--- config.mk ---
export PLATFORM = sky130hd
export DESIGN_NAME = boot_mem_loader
export DESIGN_NICKNAME = d
export VERILOG_FILES = /design/src/rtl/boot_mem_loader.sv
export SDC_FILE = /design/constraint.sdc
export NUM_CORES = 1
export LEC_CHECK = 0
export CORE_MARGIN = 1
export CORE_UTILIZATION = 28
export CTS_CLUSTER_DIAMETER = 30
export DETAILED_ROUTE_END_ITERATION = 8
export PLACE_DENSITY = 0.5
export SLEW_MARGIN = 5
export SYNTH_ARGS = -nofsm -noshare
export SYNTH_HDL_FRONTEND = slang
export SYNTH_SLANG_ARGS = --single-unit
--- constraint.sdc ---
create_clock -name clk -period 2.87 [get_ports clk]
set_clock_uncertainty 0.15 [all_clocks]
set_input_delay 0.4305 -clock clk [delete_from_list [all_inputs] [get_ports clk]]
set_output_delay 0.4305 -clock clk [all_outputs]
set_load 0.03 [all_outputs]
--- src/rtl/boot_mem_loader.sv ---
// Boot memory loader.
// Accepts a framed little-endian byte stream (BASE, COUNT, COUNT data words, XOR checksum).
// Writes each data word to the CPU data memory through its external write port
// while holding the CPU in reset, and releases the CPU only after the checksum matches.
module boot_mem_loader #(
  parameter int unsigned CNT_W   = 16,
  parameter int unsigned TIMEOUT = 0
) (
  input  logic        clk,
  input  logic        reset,
  input  logic        in_valid,
  input  logic [7:0]  in_data,
  output logic        in_ready,
  input  logic        reload,
  output logic        cpu_reset,
  output logic        Ext_MemWrite,
  output logic [31:0] Ext_DataAdr,
  output logic [31:0] Ext_WriteData,
  output logic        done,
  output logic        error
);

  localparam int unsigned HDR_W     = 32 + CNT_W;
  localparam int unsigned HDR_BYTES = HDR_W / 8;
  localparam logic [2:0]  HDR_LAST  = 3'(HDR_BYTES - 1);

  typedef enum logic [2:0] {
    S_HDR,
    S_DATA,
    S_WRITE,
    S_CHK,
    S_RUN,
    S_ERR
  } state_t;

  state_t           state;
  state_t           state_next;
  logic [HDR_W-1:0] hdr;         // {COUNT, BASE} once the header is complete
  logic [HDR_W-1:0] hdr_shift;
  logic [2:0]       hdr_cnt;     // header bytes accepted so far
  logic [1:0]       byte_cnt;    // byte position inside the current word
  logic [31:0]      word;
  logic [31:0]      word_shift;
  logic [CNT_W-1:0] idx;         // index of the word being assembled
  logic [CNT_W-1:0] idx_inc;
  logic [7:0]       acc;         // running XOR of every frame byte before CHK
  logic [31:0]      idle;        // cycles since the last accepted byte
  logic             accept;
  logic             timed;
  logic             timeout_hit;
  logic [31:0]      base;
  logic [CNT_W-1:0] count;

  // Little-endian fields land in place because bytes enter from the top.
  assign hdr_shift  = {in_data, hdr[HDR_W-1:8]};
  assign word_shift = {in_data, word[31:8]};
  assign base       = hdr[31:0];
  assign count      = hdr[HDR_W-1:32];
  assign idx_inc    = idx + CNT_W'(1);

  assign in_ready = (state == S_HDR) || (state == S_DATA) || (state == S_CHK);
  assign done     = (state == S_RUN);
  assign error    = (state == S_ERR);
  assign accept   = in_valid && in_ready;

  // The idle watchdog only runs while a frame is actually in progress.
  assign timed       = (state == S_DATA) || (state == S_CHK) ||
                       ((state == S_HDR) && (hdr_cnt != 3'd0));
  assign timeout_hit = (TIMEOUT != 0) && timed && !accept && (idle == TIMEOUT - 1);

  // State register.
  always_ff @(posedge clk or negedge reset) begin
    // NOTE: sequential state uses non-blocking assignments so every register samples pre-edge values.
    if (!reset) state <= S_HDR;
    else        state <= state_next;
  end

  // Next-state selection; reload overrides everything, including a same-cycle byte.
  always_comb begin
    // NOTE: the default assignment first keeps every path driven, so no latch is inferred.
    state_next = state;
    case (state)
      S_HDR: begin
        if (timeout_hit) begin
          state_next = S_ERR;
        end else if (accept && (hdr_cnt == HDR_LAST)) begin
          if (hdr_shift[1:0] != 2'b00)           state_next = S_ERR;
          else if (hdr_shift[HDR_W-1:32] == '0)  state_next = S_CHK;
          else                                   state_next = S_DATA;
        end
      end
      S_DATA: begin
        if (timeout_hit)                          state_next = S_ERR;
        else if (accept && (byte_cnt == 2'd3))    state_next = S_WRITE;
      end
      S_WRITE: begin
        state_next = (idx_inc == count) ? S_CHK : S_DATA;
      end
      S_CHK: begin
        if (timeout_hit)  state_next = S_ERR;
        else if (accept)  state_next = (in_data == acc) ? S_RUN : S_ERR;
      end
      default: state_next = state;
    endcase
    if (reload) state_next = S_HDR;
  end

  // Datapath: header/word assembly, checksum, idle counter, write port and CPU reset.
  always_ff @(posedge clk or negedge reset) begin
    if (!reset) begin
      hdr           <= '0;
      hdr_cnt       <= '0;
      byte_cnt      <= '0;
      word          <= '0;
      idx           <= '0;
      acc           <= '0;
      idle          <= '0;
      cpu_reset     <= 1'b1;
      Ext_MemWrite  <= 1'b0;
      Ext_DataAdr   <= '0;
      Ext_WriteData <= '0;
    end else begin
      // Registered from the state so the CPU only leaves reset the cycle after RUN is entered.
      cpu_reset    <= reload || (state != S_RUN);
      // The strobe follows the latch cycle, so address and data are already stable.
      Ext_MemWrite <= (state == S_WRITE) && !reload;
      if (reload) begin
        hdr      <= '0;
        hdr_cnt  <= '0;
        byte_cnt <= '0;
        word     <= '0;
        idx      <= '0;
        acc      <= '0;
        idle     <= '0;
      end else begin
        idle <= (accept || !timed) ? '0 : idle + 32'd1;
        case (state)
          S_HDR: begin
            if (accept) begin
              hdr     <= hdr_shift;
              hdr_cnt <= hdr_cnt + 3'd1;
              acc     <= acc ^ in_data;
            end
          end
          S_DATA: begin
            if (accept) begin
              word     <= word_shift;
              byte_cnt <= byte_cnt + 2'd1;
              acc      <= acc ^ in_data;
              if (byte_cnt == 2'd3) begin
                Ext_WriteData <= word_shift;
                Ext_DataAdr   <= base + (32'(idx) << 2);
              end
            end
          end
          S_WRITE: idx <= idx_inc;
          default: ;
        endcase
      end
    end
  end

endmodule
==> metrics.csv, run 1 <==
stage,metric,value,unit
timing,tightestPinTransition,0.946,ns
placed_design,port_buffers,80,
timing,whs,0.211,ns
route,drc_errors,0,
layout,layout.nets,982,
global_routing,overflow,0,
setup_path,cp-startpoint,state[1]$_DFFE_PN0P_,
floorplan,rows,62,
timing,slew_headroom,0.370,
floorplan,io_pins,81,
synth,yosysMostFrequentCell,nand2_1,
power,ir_worst_vdd,0.000391,V
timing,layout_min_cycle_time,2.72,ns
timing,rsz0062_at_grt,no,
synth,synth_area_leaders,"dfrtp_1 (51%), nand2_1 (9.5%), a21oi_1 (5.6%), mux2_2 (4.9%), xnor2_1 (4.8%)",
floorplan,die_y,174,um
hold_path,hp-class,in -> async,
timing,tns,0,ns
synth,muxShareOfSynthArea,0.0500,
timing,period_share,0.949,
clock_tree,h-tree-depth,4,
synth,ys_seq_area_frac,0.512,
route,ant_nets,0,
route,totalWireLength,20500,um
layout,drive_above_1_share,0.120,
setup_path,r2r_end,Ext_DataAdr[22]$_DFFE_PN0P_,
synth,ys.flop_type,dfrtp_1,
route,drt_iter0_drc,374,
placed_design,place_congestion,0.792,
global_routing,grt_usage,0.142,
setup_path,path_class,reg -> out,
clock_tree,clock_latency,0.44,ns
timing,setup_viol,0,
power,powerDensity,492,nW/um^2
route,vias_per_cell,4.65,
synth,ys_ff_latch,170,
synth,synth_edf_count,0,
setup_path,crit_path_end,error,
floorplan,die_area,30400,um^2
placed_design,place_ws,0.165,ns
setup_path,worstPathArrival,2.14,ns
setup_path,crit_path_max_fanout,15,
layout,num_antenna_cells,0,
synth,synth_cell_types,54,
synth,yosys.area_share.simple,0.168,
route,vias,6258,
synth,synth_area_leader_cell,dfrtp_1,
synth,synth_nets,900,
timing,final.setup.worst_slack,0.145,ns
clock_tree,hold_buffers,1,
setup_path,reg2reg_from,idx[0]$_DFFE_PN0P_,
route,dr.pass1.iters,4,
setup_path,crit_chain,nor3_1 -> clkdlybuf4s50_1,
clock_tree,cts.repair.resized,0,
timing,hold_viol_final,0,
clock_tree,cts.clk_slew.worst_paths,0.08,ns
synth,yosysWarnings,0,
layout,area_growth,24.1,%
synth,syn-cell-area,8310,um^2
job,maxCapViolCount,0,
clock_tree,clockBufferDepth,2,
synth,synth_top_area_frac,0.509,
power,p_leak,0.00440,uW
clock_tree,cts_tree,done,
setup_path,max_stage_delay,0.75,ns
route,wl_per_cell,15.2,um
synth,syn_inst,867,
synth,async_reset_ff_frac,1.00,
clock_tree,clock-sinks,170,
synth,synth_xor_area_frac,0.0885,
setup_path,r2r_setup_slack,0.16,ns
setup_path,reg2reg_depth,9,
outcome,outcome,finished clean,
placed_design,place_hpwl,14000,um
synth,synth_top_family_by_area,simple AND/OR/NAND/NOR gates,
setup_path,startpoint_type,flip-flop,
synth,synth_compound_gate_area_share,0.121,
setup_path,cpMaxStageDelayCell,clkdlybuf4s50_1,
clock_tree,cts-root-buf,clkbuf_16,
timing,fmax,0.367,GHz
global_routing,grt_max_degree,96,
layout,fin_util,0.357,
layout,design_area,10300,um^2
global_routing,grt_antenna_before_repair,0,
global_routing,grt_pass1_vias,6160,
floorplan,coreArea,28900,um^2
synth,syn_area_per_cell,9.59,um^2
setup_path,required,2.29,ns
synth,synthAdderAreaFrac,0.0325,
clock_tree,post_cts_buffers,0,
global_routing,grt_pass1_wl,34100,um
placed_design,placed_area,9680,um^2
floorplan,initial_utilization,0.287,
setup_path,end_kind,primary output,
synth,synth.top_cells.by_count,"nand2_1 (211), dfrtp_1 (169), a21oi_1 (93)",
timing,maxSlewViolCount,0,
clock_tree,numCtsBuffers,17,
floorplan,die_w,174,um
-- state kept, by name, summed over array words and instances, names as in the netlist --
signal         flops
hdr_cnt            3
state              3
Ext_DataAdr       32
Ext_WriteData     32
acc                8
word              24
cpu_reset          1
hdr               48
byte_cnt           2
Ext_MemWrite       1
idx               16
-- area by class of cell --
class                      count  area (um^2)
multi-input combinational    638         3830
tap                          384          480
clock buffer                  17          425
clock inverter                15          201
inverter                      14         52.6
sequential                   170         4260
fill                        2932        18600
timing repair buffer         108         1070
-- routing by layer --
metal,vias up,part of all wire,track usage,wire length (um)
met5,-,0,0,0
met4,0,0.014,0.0446,277
met3,16,0.031,0.0269,630
met2,108,0.46,0.215,9350
met1,3034,0.50,0.203,10200
li1,3100,-,-,-
-- per-stage QoR --
stage,total power [uW],std cells
2_1_floorplan,2610,867
3_3_place_gp,2750,1313
3_5_place_dp,2750,1313
4_1_cts,5160,1346
5_1_grt,5280,1346
6_report,5070,1346
-- cell usage in the layout, fill, tap and decap left out, types with 3 or more instances in the layout --
cell             count
xnor2_1             46
buf_4               23
nand4_1              7
a211oi_1             5
nor3b_2              3
nand2_1            211
nor4_1               9
a21o_1               7
and3_1               4
dfrtp_1            169
o21ai_1              8
clkdlybuf4s50_1     78
o21ai_0             35
clkbuf_16           17
xor2_1              38
a21oi_1             93
ha_1                20
nor3_2               4
nor3_1              10
nor2_1              46
buf_12               5
a31oi_1              3
clkinv_8             6
inv_8                4
mux2_2              36
o21bai_1             3
inv_1               13
nand3_1             14
-- cells by family (layout without fill, tap and decap cells) --
kind of cell,count (synthesis),in the layout
buffers and inverters,59,154
DFF,170,170
AOI/OAI and AO/OA,173,173
adders and majority gates,21,21
xor gates and xnor gates,84,84
muxes,37,37
and+or+nand+nor,323,323
-- critical path, delay by kind of cell (launching register included) --
family / cells / cell delay, ns
buf+inv: 1 / 0.75
flops: 1 / 0.57
simple gates: 1 / 0.40
-- worst min-delay path by stage --
stage | startpoint | to | slack (ns)
after CTS | reset | Ext_DataAdr[9]$_DFFE_PN0P_ | 0.20
final | reset | Ext_DataAdr[9]$_DFFE_PN0P_ | 0.21
after global routing | reset | Ext_DataAdr[9]$_DFFE_PN0P_ | 0.21
after detailed placement | reset | Ext_DataAdr[9]$_DFFE_PN0P_ | 0.09
after floorplan | reset | Ext_DataAdr[0]$_DFFE_PN0P_ | -0.02
after global placement | reset | Ext_DataAdr[9]$_DFFE_PN0P_ | 0.1
-- where the power goes --
group          leakage [uW]  total (uW)  internal (uW)  switching (uW)
sequential          0.00236        2450           2420            32.5
combinational       0.00174         248           82.5             166
clock              0.000303        2370           1200            1170
total               0.00440        5070           3710            1370
Note: power is estimated with default switching activity, not from simulation.
==> inputs of run 2 (changes only) <==
--- a/config.mk
+++ b/config.mk
@@ -5,6 +5,7 @@
 export SDC_FILE = /design/constraint.sdc
 export NUM_CORES = 1
 export LEC_CHECK = 0
+export ABC_AREA = 1
 export CORE_MARGIN = 1
 export CORE_UTILIZATION = 28
 export CTS_CLUSTER_DIAMETER = 30
==> metrics.csv, run 2 <==
stage,metric,value,unit
outcome,outcome,finished clean,
placed_design,port_buffers,80,
floorplan,rows,63,
timing,tns,0,ns
route,drt_iter0_drc,597,
timing,fmax,0.373,GHz
layout,largestRegisters,"hdr: 48 flops, Ext_DataAdr: 32 flops, Ext_WriteData: 32 flops",
layout,layout.nets,1164,
timing,setup_viol,0,
global_routing,grt_usage,0.164,
power,p_leak,0.00470,uW
synth,async_reset_ff_frac,1.00,
global_routing,grt_pass1_vias,7110,
floorplan,coreArea,29700,um^2
synth,synth_area_leader_cell,dfrtp_1,
timing,tightestPinTransition,0.649,ns
synth,ys_ff_latch,170,
floorplan,die_y,176,um
floorplan,initial_utilization,0.286,
clock_tree,h-tree-depth,4,
setup_path,startpoint_type,flip-flop,
floorplan,io_pins,81,
synth,yosysMostFrequentCell,nand2_1,
hold_path,hp-class,reg -> reg,
synth,ys_seq_area_frac,0.501,
layout,largest_reg_flops,48,
timing,maxSlewViolCount,0,
layout,fillers,3113,
setup_path,path_class,reg -> out,
route,vias,7317,
setup_path,cpMaxStageDelayCell,clkdlybuf4s50_1,
layout,drive_above_1_share,0.0699,
timing,slew_headroom,0.566,
synth,synth_top_area_frac,0.498,
clock_tree,numCtsBuffers,17,
route,vias_per_cell,4.77,
layout,num_antenna_cells,0,
placed_design,place_congestion,0.879,
layout,area_growth,22.9,%
clock_tree,cts-root-buf,clkbuf_16,
synth,synth.top_cells.by_count,"nand2_1 (257), dfrtp_1 (169), nand3_1 (126)",
setup_path,end_kind,primary output,
route,wl_per_cell,15.8,um
floorplan,die_w,176,um
synth,syn-cell-area,8500,um^2
setup_path,crit_chain,inv_2 -> nor3_1 -> clkdlybuf4s50_1,
layout,largest_register,hdr,
global_routing,grt_antenna_before_repair,0,
floorplan,die_area,31100,um^2
setup_path,required,2.29,ns
timing,period_share,0.934,
synth,yosysWarnings,0,
clock_tree,cts_tree,done,
timing,layout_min_cycle_time,2.68,ns
timing,hold_viol_final,0,
power,power,5420,uW
route,drc_errors,0,
global_routing,grt_pass1_wl,39400,um
synth,synth_edf_count,0,
synth,syn_inst,1045,
power,powerDensity,519,nW/um^2
clock_tree,clockBufferDepth,2,
global_routing,overflow,0,
setup_path,crit_path_max_fanout,8,
route,totalWireLength,24200,um
global_routing,grt_max_degree,79,
synth,synth_cell_types,37,
placed_design,place_hpwl,18000,um
synth,synth_nets,1078,
clock_tree,clock-sinks,170,
clock_tree,clock_latency,0.44,ns
synth,ys.flop_type,dfrtp_1,
route,ant_nets,0,
job,maxCapViolCount,0,
power,ir_worst_vdd,0.000408,V
setup_path,max_stage_delay,0.73,ns
synth,synth_area_leaders,"dfrtp_1 (50%), nand2_1 (11%), nand3_1 (7.4%), o21ai_0 (6.2%), inv_1 (4.7%)",
setup_path,worstPathArrival,2.10,ns
layout,layout_common_cells,"nand2_1 (257), dfrtp_1 (168), nand3_1 (126)",
layout,final_common_cell,nand2_1,
clock_tree,cts.clk_slew.worst_paths,0.07,ns
route,dr.pass1.iters,5,
synth,syn_area_per_cell,8.13,um^2
## run 2: cell count changes after synthesis, sizes merged, moves of 34 or more
cell and change:
a21oi -69, inv +100, mux2 -36, nand2 +46, nand3 +112, o21ai +85
xnor2 -34
## run 2: worst paths after layout
| path | from | endpoint | slack [ns] | cells past startpoint |
|---|---|---|---|---|
| hold reg to reg | Ext_DataAdr[2]$_DFFE_PN0P_ | Ext_DataAdr[2]$_DFFE_PN0P_ | 0.32 | 2 |
| setup reg to reg | idx[0]$_DFFE_PN0P_ | Ext_DataAdr[30]$_DFFE_PN0P_ | 0.29 | 13 |
| setup / recovery | state[0]$_DFFE_PN0P_ | error | 0.19 | 3 |
| hold / removal | Ext_DataAdr[2]$_DFFE_PN0P_ | Ext_DataAdr[2]$_DFFE_PN0P_ | 0.32 | 2 |
| max in group asynchronous | reset | hdr[19]$_DFFE_PN0P_ | 1.41 | 3 |
| min in group asynchronous | reset | Ext_WriteData[28]$_DFFE_PN0P_ | 0.33 | 2 |
## run 2: kinds of logic (layout without fill, tap and decap cells)
logic type / count (synthesis) / in the layout / share of synthesized area
adder cells (fa/ha/maj): 21 / 21 / 0.0318
AO/OA/AOI/OAI: 192 / 192 / 0.121
flip-flops: 170 / 170 / 0.501
AND/OR/NAND/NOR: 480 / 480 / 0.245
buffers and inverters: 155 / 254 / 0.0732
XOR/XNOR: 27 / 27 / 0.0278
## run 2: metal layers
metal,track usage,vias to the layer above,share of wire
li1,-,3615,-
met1,0.232,3490,0.49
met2,0.260,190,0.46
met3,0.0185,22,0.041
met4,0.0507,0,0.014
met5,0,-,0
## run 2: critical path, delay by kind of cell, from the launching register on
family	cells	cell delay, ns
buffers and inverters	2	0.88
flip-flops	1	0.53
AND/OR/NAND/NOR	1	0.26
## run 2: timing repair
action	CTS	global route
buffers inserted	0	1
resized for setup	0	3
hold endpoints to repair	45	0
hold buffers	1	0
setup endpoints to repair	0	6
## run 2: final cells by class
| cell class | instances | area (um^2) | area share |
|---|---|---|---|
| clock buffers | 18 | 429 | 0.0411 |
| clock inverters | 14 | 148 | 0.0141 |
| inverters | 115 | 432 | 0.0413 |
| multi-input cells | 720 | 3620 | 0.347 |
| flip-flops and latches | 170 | 4260 | 0.407 |
| well taps | 390 | 488 | 0.0467 |
| repair buffers | 107 | 1070 | 0.102 |
## run 2: where the power goes
part / internal (uW) / switching, uW / total, uW
combinational: 186 / 377 / 563
sequential: 2470 / 69.1 / 2540
clock: 1230 / 1090 / 2320
total: 3890 / 1530 / 5420
## run 2: metrics by stage
step | setup slack, ns | util | hold WS, ns | cells | area [um^2]
6_report | 0.189 | 0.352 | 0.324 | 1534 | 10400
5_1_grt | -0.000405 | 0.352 | 0.355 | 1534 | 10400
4_1_cts | 0.142 | 0.351 | 0.329 | 1533 | 10400
3_5_place_dp | 0.138 | 0.331 | 0.251 | 1500 | 9850
3_3_place_gp | 0.254 | 0.331 | 0.248 | 1500 | 9850
2_1_floorplan | 0.544 | - | -0.0151 | 1045 | 8500
==> inputs of run 3 (changes only) <==
--- a/config.mk
+++ b/config.mk
@@ -6,7 +6,7 @@
 export NUM_CORES = 1
 export LEC_CHECK = 0
 export ABC_AREA = 1
-export CORE_MARGIN = 1
+export CORE_MARGIN = 5
 export CORE_UTILIZATION = 28
 export CTS_CLUSTER_DIAMETER = 30
 export DETAILED_ROUTE_END_ITERATION = 8
==> metrics.csv, run 3 (synthesis results as in run 2) <==
stage,metric,value,unit
global_routing,overflow,0,
setup_path,max_stage_delay,0.73,ns
placed_design,place_hpwl,18300,um
floorplan,rows,63,
setup_path,r2r_end,Ext_DataAdr[20]$_DFFE_PN0P_,
layout,largestRegisters,"hdr: 48 flops, Ext_DataAdr: 32 flops, Ext_WriteData: 32 flops",
layout,largest_register,hdr,
setup_path,crit_path_max_fanout,8,
timing,tns,0,ns
placed_design,place_congestion,0.893,
layout,final_common_cell,nand2_1,
route,drc_errors,0,
setup_path,cpMaxStageDelayCell,clkdlybuf4s50_1,
timing,hold_viol_final,0,
power,ir_worst_vdd,0.000411,V
layout,fin_util,0.352,
global_routing,grt_antenna_before_repair,0,
timing,fmax,0.374,GHz
route,vias_per_cell,4.80,
timing,setup_viol,0,
route,totalWireLength,24400,um
setup_path,path_class,reg -> out,
outcome,outcome,finished clean,
job,maxCapViolCount,0,
power,powerDensity,532,nW/um^2
floorplan,coreArea,29800,um^2
timing,maxSlewViolCount,0,
route,drt_iter0_drc,558,
placed_design,place_ws,0.0444,ns
timing,period_share,0.931,
hold_path,hp-class,reg -> reg,
clock_tree,clock_latency,0.43,ns
layout,drive_above_1_share,0.0689,
global_routing,grt_pass1_wl,39500,um
setup_path,required,2.29,ns
global_routing,grt_usage,0.146,
timing,rsz0062_at_grt,no,
timing,tightestPinTransition,0.727,ns
clock_tree,cts.clk_slew.worst_paths,0.07,ns
setup_path,r2r_setup_slack,0.21,ns
floorplan,die_y,184,um
floorplan,die_w,184,um
setup_path,cp-startpoint,state[0]$_DFFE_PN0P_,
timing,final.setup.worst_slack,0.198,ns
clock_tree,h-tree-depth,4,
route,dr.pass1.iters,5,
clock_tree,clock-sinks,170,
floorplan,die_area,33900,um^2
setup_path,reg2reg_depth,11,
route,wl_per_cell,15.9,um
layout,layout.nets,1166,
power,p_leak,0.00472,uW
global_routing,grt_pass1_vias,7243,
layout,num_antenna_cells,0,
clock_tree,cts-root-buf,clkbuf_16,
layout,layout_common_cells,"nand2_1 (257), dfrtp_1 (168), nand3_1 (126)",
setup_path,crit_path_end,error,
setup_path,reg2reg_from,idx[0]$_DFFE_PN0P_,
route,ant_nets,0,
setup_path,critPathBufInv,2,
clock_tree,clockBufferDepth,2,
clock_tree,cts_tree,done,
global_routing,grt_max_degree,74,
layout,largest_reg_flops,48,
floorplan,initial_utilization,0.285,
timing,slew_headroom,0.516,
setup_path,cp.depth,3,
placed_design,port_buffers,80,
route,vias,7367,
setup_path,worstPathArrival,2.09,ns
setup_path,crit_chain,inv_2 -> nor3_1 -> clkdlybuf4s50_1,
layout,area_growth,23.4,%
setup_path,startpoint_type,flip-flop,
setup_path,cp_top_family,buffers and inverters,
floorplan,io_pins,81,
timing,layout_min_cycle_time,2.67,ns
clock_tree,numCtsBuffers,17,
setup_path,end_kind,primary output,
## run 3: cell types whose count changed in the layout (fill, tap and decap cells not counted), sizes merged
cell,previous run,this run
inv,125,117
clkbuf,18,22
clkinv,0,1
buf,27,29
bufinv,1,4
## run 3: worst min path at each step
stage                     cells past startpoint                           end  slack (ns)                    startpoint
after floorplan                               0    Ext_DataAdr[0]$_DFFE_PN0P_       -0.02                         reset
after global placement                        2    Ext_DataAdr[0]$_DFFE_PN0P_        0.31    Ext_DataAdr[0]$_DFFE_PN0P_
after detailed placement                      2  Ext_WriteData[0]$_DFFE_PN0P_        0.31  Ext_WriteData[0]$_DFFE_PN0P_
after CTS                                     2  Ext_WriteData[0]$_DFFE_PN0P_        0.32  Ext_WriteData[0]$_DFFE_PN0P_
after global routing                          2  Ext_WriteData[0]$_DFFE_PN0P_        0.35  Ext_WriteData[0]$_DFFE_PN0P_
final                                         2  Ext_WriteData[0]$_DFFE_PN0P_        0.32  Ext_WriteData[0]$_DFFE_PN0P_
## run 3: final cells by class
cell class                 count  area [um^2]
timing repair buffer         109         1060
sequential                   170         4260
tap                          390          488
clock buffer                  22          454
multi-input combinational    720         3630
clock inverter                10          169
inverter                     115          432
fill                        3120        19300
## run 3: metrics by stage
| stage | cells | area, um^2 | hold slack, ns | power (uW) |
|---|---|---|---|---|
| finish | 1536 | 10500 | 0.321 | 5580 |
| detailed placement | 1502 | 9840 | 0.307 | 3150 |
| floorplan | 1045 | 8500 | -0.0151 | 2880 |
| global route | 1536 | 10500 | 0.346 | 5800 |
| CTS | 1535 | 10500 | 0.325 | 5640 |
| global placement | 1502 | 9840 | 0.305 | 3150 |
## run 3: tightest hold or removal path: cells and delay by family, from the launching register on
family           cells  cell delay [ns]
DFF                  1             0.34
and+or+nand+nor      2             0.09
## run 3: metal layers
layer / share of wire / global-route usage / vias up
met5: 0 / 0 / -
met2: 0.47 / 0.236 / 164
met4: 0.014 / 0.0376 / 0
li1: - / - / 3616
met3: 0.045 / 0.0316 / 19
met1: 0.47 / 0.201 / 3568
## run 3: what timing repair did
| item | in CTS | in global routing |
|---|---|---|
| gates resized for setup | 0 | 3 |
| setup endpoints to repair | 0 | 7 |
| hold endpoints to repair | 67 | 0 |
| hold buffers | 1 | 0 |
| setup buffers | 0 | 1 |
## run 3: power breakdown
| group | switching (uW) | internal (uW) |
|---|---|---|
| combinational | 372 | 182 |
| clock | 989 | 1490 |
| sequential | 69.6 | 2470 |
| total | 1430 | 4150 |
